--- src/rtl/seg_scan_decoder.sv ---
// Samples a multiplexed 4-digit active-low seven-segment bus and rebuilds the
// displayed hex value, decimal points, per-digit validity and glyph errors.
module seg_scan_decoder #(
  parameter int unsigned STABLE_CYCLES = 4
) (
  input  logic        clk,
  input  logic        rst_n,
  input  logic [7:0]  seg,
  input  logic [3:0]  an,
  input  logic        clr_err,
  output logic [15:0] value,
  output logic [3:0]  dp,
  output logic [3:0]  digit_valid,
  output logic        frame_done,
  output logic        err
);

  localparam logic [7:0] STABLE = 8'(STABLE_CYCLES);

  logic [7:0] prev_seg;
  logic [3:0] prev_an;
  logic [7:0] cnt;
  logic [3:0] seen;

  logic       changed;
  logic [7:0] cnt_next;
  logic       commit;
  logic       onehot;
  logic [1:0] idx;
  logic [3:0] seen_next;
  logic       glyph_ok;
  logic [3:0] glyph_val;
  logic       blank;
  logic       illegal;

  always_comb begin
    changed  = ({seg, an} != {prev_seg, prev_an});
    cnt_next = changed ? 8'd1 : ((cnt >= STABLE) ? cnt : cnt + 8'd1);
    // A load edge can itself commit when the threshold is 1; a saturated
    // count that merely stays at the threshold must not commit again.
    commit   = (cnt_next == STABLE) && (changed || (cnt != STABLE));
  end

  always_comb begin
    onehot = 1'b1;
    idx    = 2'd0;
    unique case (an)
      4'b1110: idx = 2'd0;
      4'b1101: idx = 2'd1;
      4'b1011: idx = 2'd2;
      4'b0111: idx = 2'd3;
      default: onehot = 1'b0;
    endcase
    seen_next = seen | ~an;
  end

  // Decimal point is ignored for matching: force bit 0 to the "off" level.
  always_comb begin
    glyph_ok  = 1'b1;
    glyph_val = 4'h0;
    unique case ({seg[7:1], 1'b1})
      8'h03: glyph_val = 4'h0;
      8'h9F: glyph_val = 4'h1;
      8'h25: glyph_val = 4'h2;
      8'h0D: glyph_val = 4'h3;
      8'h99: glyph_val = 4'h4;
      8'h49: glyph_val = 4'h5;
      8'h41: glyph_val = 4'h6;
      8'h1F: glyph_val = 4'h7;
      8'h01: glyph_val = 4'h8;
      8'h09: glyph_val = 4'h9;
      8'h11: glyph_val = 4'hA;
      8'hC1: glyph_val = 4'hB;
      8'h63: glyph_val = 4'hC;
      8'h85: glyph_val = 4'hD;
      8'h61: glyph_val = 4'hE;
      8'h71: glyph_val = 4'hF;
      default: glyph_ok = 1'b0;
    endcase
    blank   = (seg[7:1] == 7'h7F);
    illegal = commit && onehot && !glyph_ok && !blank;
  end

  always_ff @(posedge clk) begin
    if (!rst_n) begin
      prev_seg    <= 8'hFF;
      prev_an     <= 4'hF;
      cnt         <= '0;
      seen        <= '0;
      value       <= '0;
      dp          <= '0;
      digit_valid <= '0;
      frame_done  <= 1'b0;
      err         <= 1'b0;
    end else begin
      prev_seg   <= seg;
      prev_an    <= an;
      cnt        <= cnt_next;
      frame_done <= 1'b0;
      if (commit && onehot) begin
        if (glyph_ok) begin
          value[{idx, 2'b00} +: 4] <= glyph_val;
          digit_valid[idx]         <= 1'b1;
          dp[idx]                  <= ~seg[0];
        end else begin
          digit_valid[idx] <= 1'b0;
        end
        if (seen_next == 4'hF) begin
          frame_done <= 1'b1;
          seen       <= '0;
        end else begin
          seen <= seen_next;
        end
      end
      if (illegal)
        err <= 1'b1;
      else if (clr_err)
        err <= 1'b0;
    end
  end

endmodule

--- config.mk ---
export PLATFORM = sky130hd
export DESIGN_NAME = seg_scan_decoder
export DESIGN_NICKNAME = d
export VERILOG_FILES = /design/src/rtl/seg_scan_decoder.sv
export SDC_FILE = /design/constraint.sdc
export NUM_CORES = 1
export LEC_CHECK = 0
export BUFFER_PORTS_ARGS = -buffer_cell sky130_fd_sc_hd__clkbuf_2
export CAP_MARGIN = 20
export CORE_MARGIN = 10
export CORE_UTILIZATION = 50
export DETAILED_ROUTE_END_ITERATION = 7
export HOLD_SLACK_MARGIN = 0.08
export PLACE_DENSITY = 0.7
export SLEW_MARGIN = 20
export SYNTH_ARGS = -nofsm -noshare
export SYNTH_HDL_FRONTEND = slang
export SYNTH_SLANG_ARGS = --single-unit
--- constraint.sdc ---
create_clock -name clk -period 4.55 [get_ports clk]
set_clock_uncertainty 0.2 [all_clocks]
set_input_delay 0.455 -clock clk [delete_from_list [all_inputs] [get_ports clk]]
set_output_delay 0.455 -clock clk [all_outputs]
set_load 0.01 [all_outputs]
==> impl_metrics.yaml <==
run_status:
  status: "complete, no violations"
global_routing:
  grt_pass1_wl_mm: 10.1
  grt_pass1_vias: 2144
  antenna_found_initial: 0
  grt_overflow: 0
  track_usage_pct: 13.8
  grt_max_degree: 50
setup_path:
  crit_arrival_ns: 2.57
  criticalPathCategory: "reg -> reg"
  r2r_cells: 7
  r2r-end: "value[2]"
  worstPathRequired_ns: 4.57
  endpoint_kind: "flop"
  cp_max_fo: 7
  reg2reg_slack_ns: 2.01
  regToRegStartpoint: "cnt[0]"
  startpoint_type: "flop"
logic_synthesis:
  netlist_instances: 294
  async_flop_share_pct: 0
  syn-cell-area_sq_um: 2730
  yosysMostFrequentCell: "dfxtp_1"
  synth_fp_nets: 317
  syn_area_per_cell_sq_um: 9.28
  ys_seq_elements: 50
  synth_top_area_cell: "dfxtp_1"
  ys_warn_count: 0
  yosys-top-cells-area: "dfxtp_1 (37%), mux2i_1 (8.1%), nand2_1 (4.8%), xor2_1 (4.8%), a311oi_4 (3.9%)"
  synth-seq-area-share_pct: 36.7
  synth_edf_count: 0
  yosysTopAreaCellShare_pct: 36.7
  ys.flop_type: "dfxtp_1"
  yosysUniqueCellTypes: 44
  synth_common_cells: "dfxtp_1 (50), nand2_1 (35), mux2i_1 (22)"
final_layout:
  layout-drive-gt1-share_pct: 18.2
  fin_area_sq_um: 2960
  n_antenna_cell: 0
  area_delta_synth_final_pct: 8.30
  final_nets: 342
  fillCellCount: 494
sta:
  worstMarginPinSlew_ns: 0.951
  whs_ns: 0.248
  finalSetupViolations: 0
  finalMaxSlewViolations: 0
  tns_ns: 0
  max_freq_mhz: 393
  max-slew-margin-rel_pct: 36.6
  rsz0062_at_grt: "false"
  period_share_pct: 55.9
  post-route-min-period_ns: 2.54
  final-hold-violation-count: 0
die:
  die_y_um: 93.9
  fp.dieW_um: 93.9
  rows: 26
  die_area_sq_um: 8810
  initial_core_util_pct: 52.4
  core_area_sq_um: 5200
  ios: 41
placed_design:
  port_buffers: 40
  routabilityCongestion: 0.834
  hpwl_mm: 4.24
  dpl-instance-area_sq_um: 2880
drt:
  drtIter0Drc: 106
  first_pass_iters: 4
  drc: 0
  num_vias: 2163
  detail-route-antenna-nets: 0
  routedWlPerCell_um: 15.1
  viasPerCell: 5.56
  routed_wl_mm: 5.87
clock_tree:
  clkLatencyLatePin_ns: 0.29
  cts_buffer_depth: 2
  root_buffer: "clkbuf_8"
  cts_resized: 0
  cts_setup_buffers: 0
  cts_tree: "done"
  cts_sinks: 50
  clkTransAtPathRegs_ns: 0.08
  h-tree-depth: 2
  hold_buffers: 0
  cts_buffers: 5
pwr:
  p_leak_nw: 1.22
  power_density_nw_per_um2: 260
  ir_drop_v: 0.000154
worst_hold_path:
  hp-class: "in -> reg"
  hold_start: "clr_err"
  min_to: "err"
  min_path_cells: 3
flow_run:
  cap_viol_max_count: 0
[layout make-up]
cell class	count	area [sq um]	share of cell area, %
clock buffer	5	68.8	2.33
inverter	9	33.8	1.14
sequential	50	1000	33.9
multi-input combinational	213	1550	52.6
timing repair buffer	40	200	6.77
tap	70	87.6	2.96
clock inverter	2	10.0	0.339
[power breakdown]
group          internal (mW)  switching [mW]
Combinational         0.0269          0.0555
Clock                  0.103           0.135
Sequential             0.443         0.00299
Total                  0.574           0.194
[metrics by stage]
step	instances	utilization, %	setup WS (ns)	power (mW)
after detailed placement	382	55.3	1.89	0.538
final	389	56.8	2.01	0.767
after global placement	382	55.3	1.89	0.537
after floorplan	294	-	2.24	0.522
after CTS	389	56.8	2.01	0.777
after global routing	389	56.8	1.79	0.808
[logic make-up after synthesis]
logic type,Yosys count,synth area share (%)
AOI/OAI and AO/OA,48,15.1
adders and majority gates,8,3.67
xor gates and xnor gates,18,5.78
buffers and inverters,31,6.37
DFF,50,36.7
muxes,22,8.07
and+or+nand+nor,117,24.3
[registers in the layout (all words and copies together) (netlist names), named ones only]
| name | flops |
|---|---|
| value | 16 |
| dp | 4 |
| prev_seg | 8 |
| seen | 4 |
| frame_done | 1 |
| cnt | 8 |
| err | 1 |
| prev_an | 4 |
[worst max-delay path, stage by stage (launching register included)]
cell	delay [ns]
dfxtp_1	0.41
inv_1	0.06
ha_1	0.30
nor4bb_1	0.29
o211a_1	0.33
nand3_1	0.16
a311oi_4	0.49
mux2i_1	0.24
[layer usage]
| metal | track usage, % | wire length (um) | vias up | part of all wire [%] |
|---|---|---|---|---|
| met2 | 21.5 | 2610 | 53 | 44 |
| met3 | 3.52 | 322 | 10 | 5.5 |
| met5 | 0 | 0 | - | 0 |
| met1 | 17.4 | 2810 | 1002 | 48 |
| li1 | - | - | 1098 | - |
| met4 | 6.46 | 129 | 0 | 2.2 |
[layout by cell type (no fill, tap or decap), drive strengths merged, types with 4 or more instances in the layout]
| cell type | synthesis | final |
|---|---|---|
| dfxtp | 50 | 50 |
| clkbuf | 7 | 45 |
| nand2 | 35 | 35 |
| mux2i | 22 | 22 |
| xor2 | 15 | 15 |
| nand3 | 15 | 15 |
| nand2b | 11 | 11 |
| and3 | 10 | 10 |
| o21ai | 10 | 10 |
| nor2 | 10 | 10 |
| inv | 9 | 9 |
| a31oi | 9 | 9 |
| ha | 8 | 8 |
| nor3 | 6 | 6 |
| nor4 | 6 | 6 |
| a311oi | 6 | 6 |
| nand4 | 5 | 5 |
| o31ai | 5 | 5 |
| nand3b | 4 | 4 |
| a41o | 4 | 4 |
[how the worst max path moves through the flow]
stage	startpoint	to	slack [ns]
2_1_floorplan	an[3]	value[5]	2.24
5_1_grt	cnt[0]	value[1]	1.79
6_report	cnt[0]	value[2]	2.01
4_1_cts	cnt[0]	value[0]	2.01
3_5_place_dp	seg[2]	seen[3]	1.89
3_3_place_gp	seg[7]	seen[2]	1.89
Note: power is estimated with default switching activity, not from simulation.
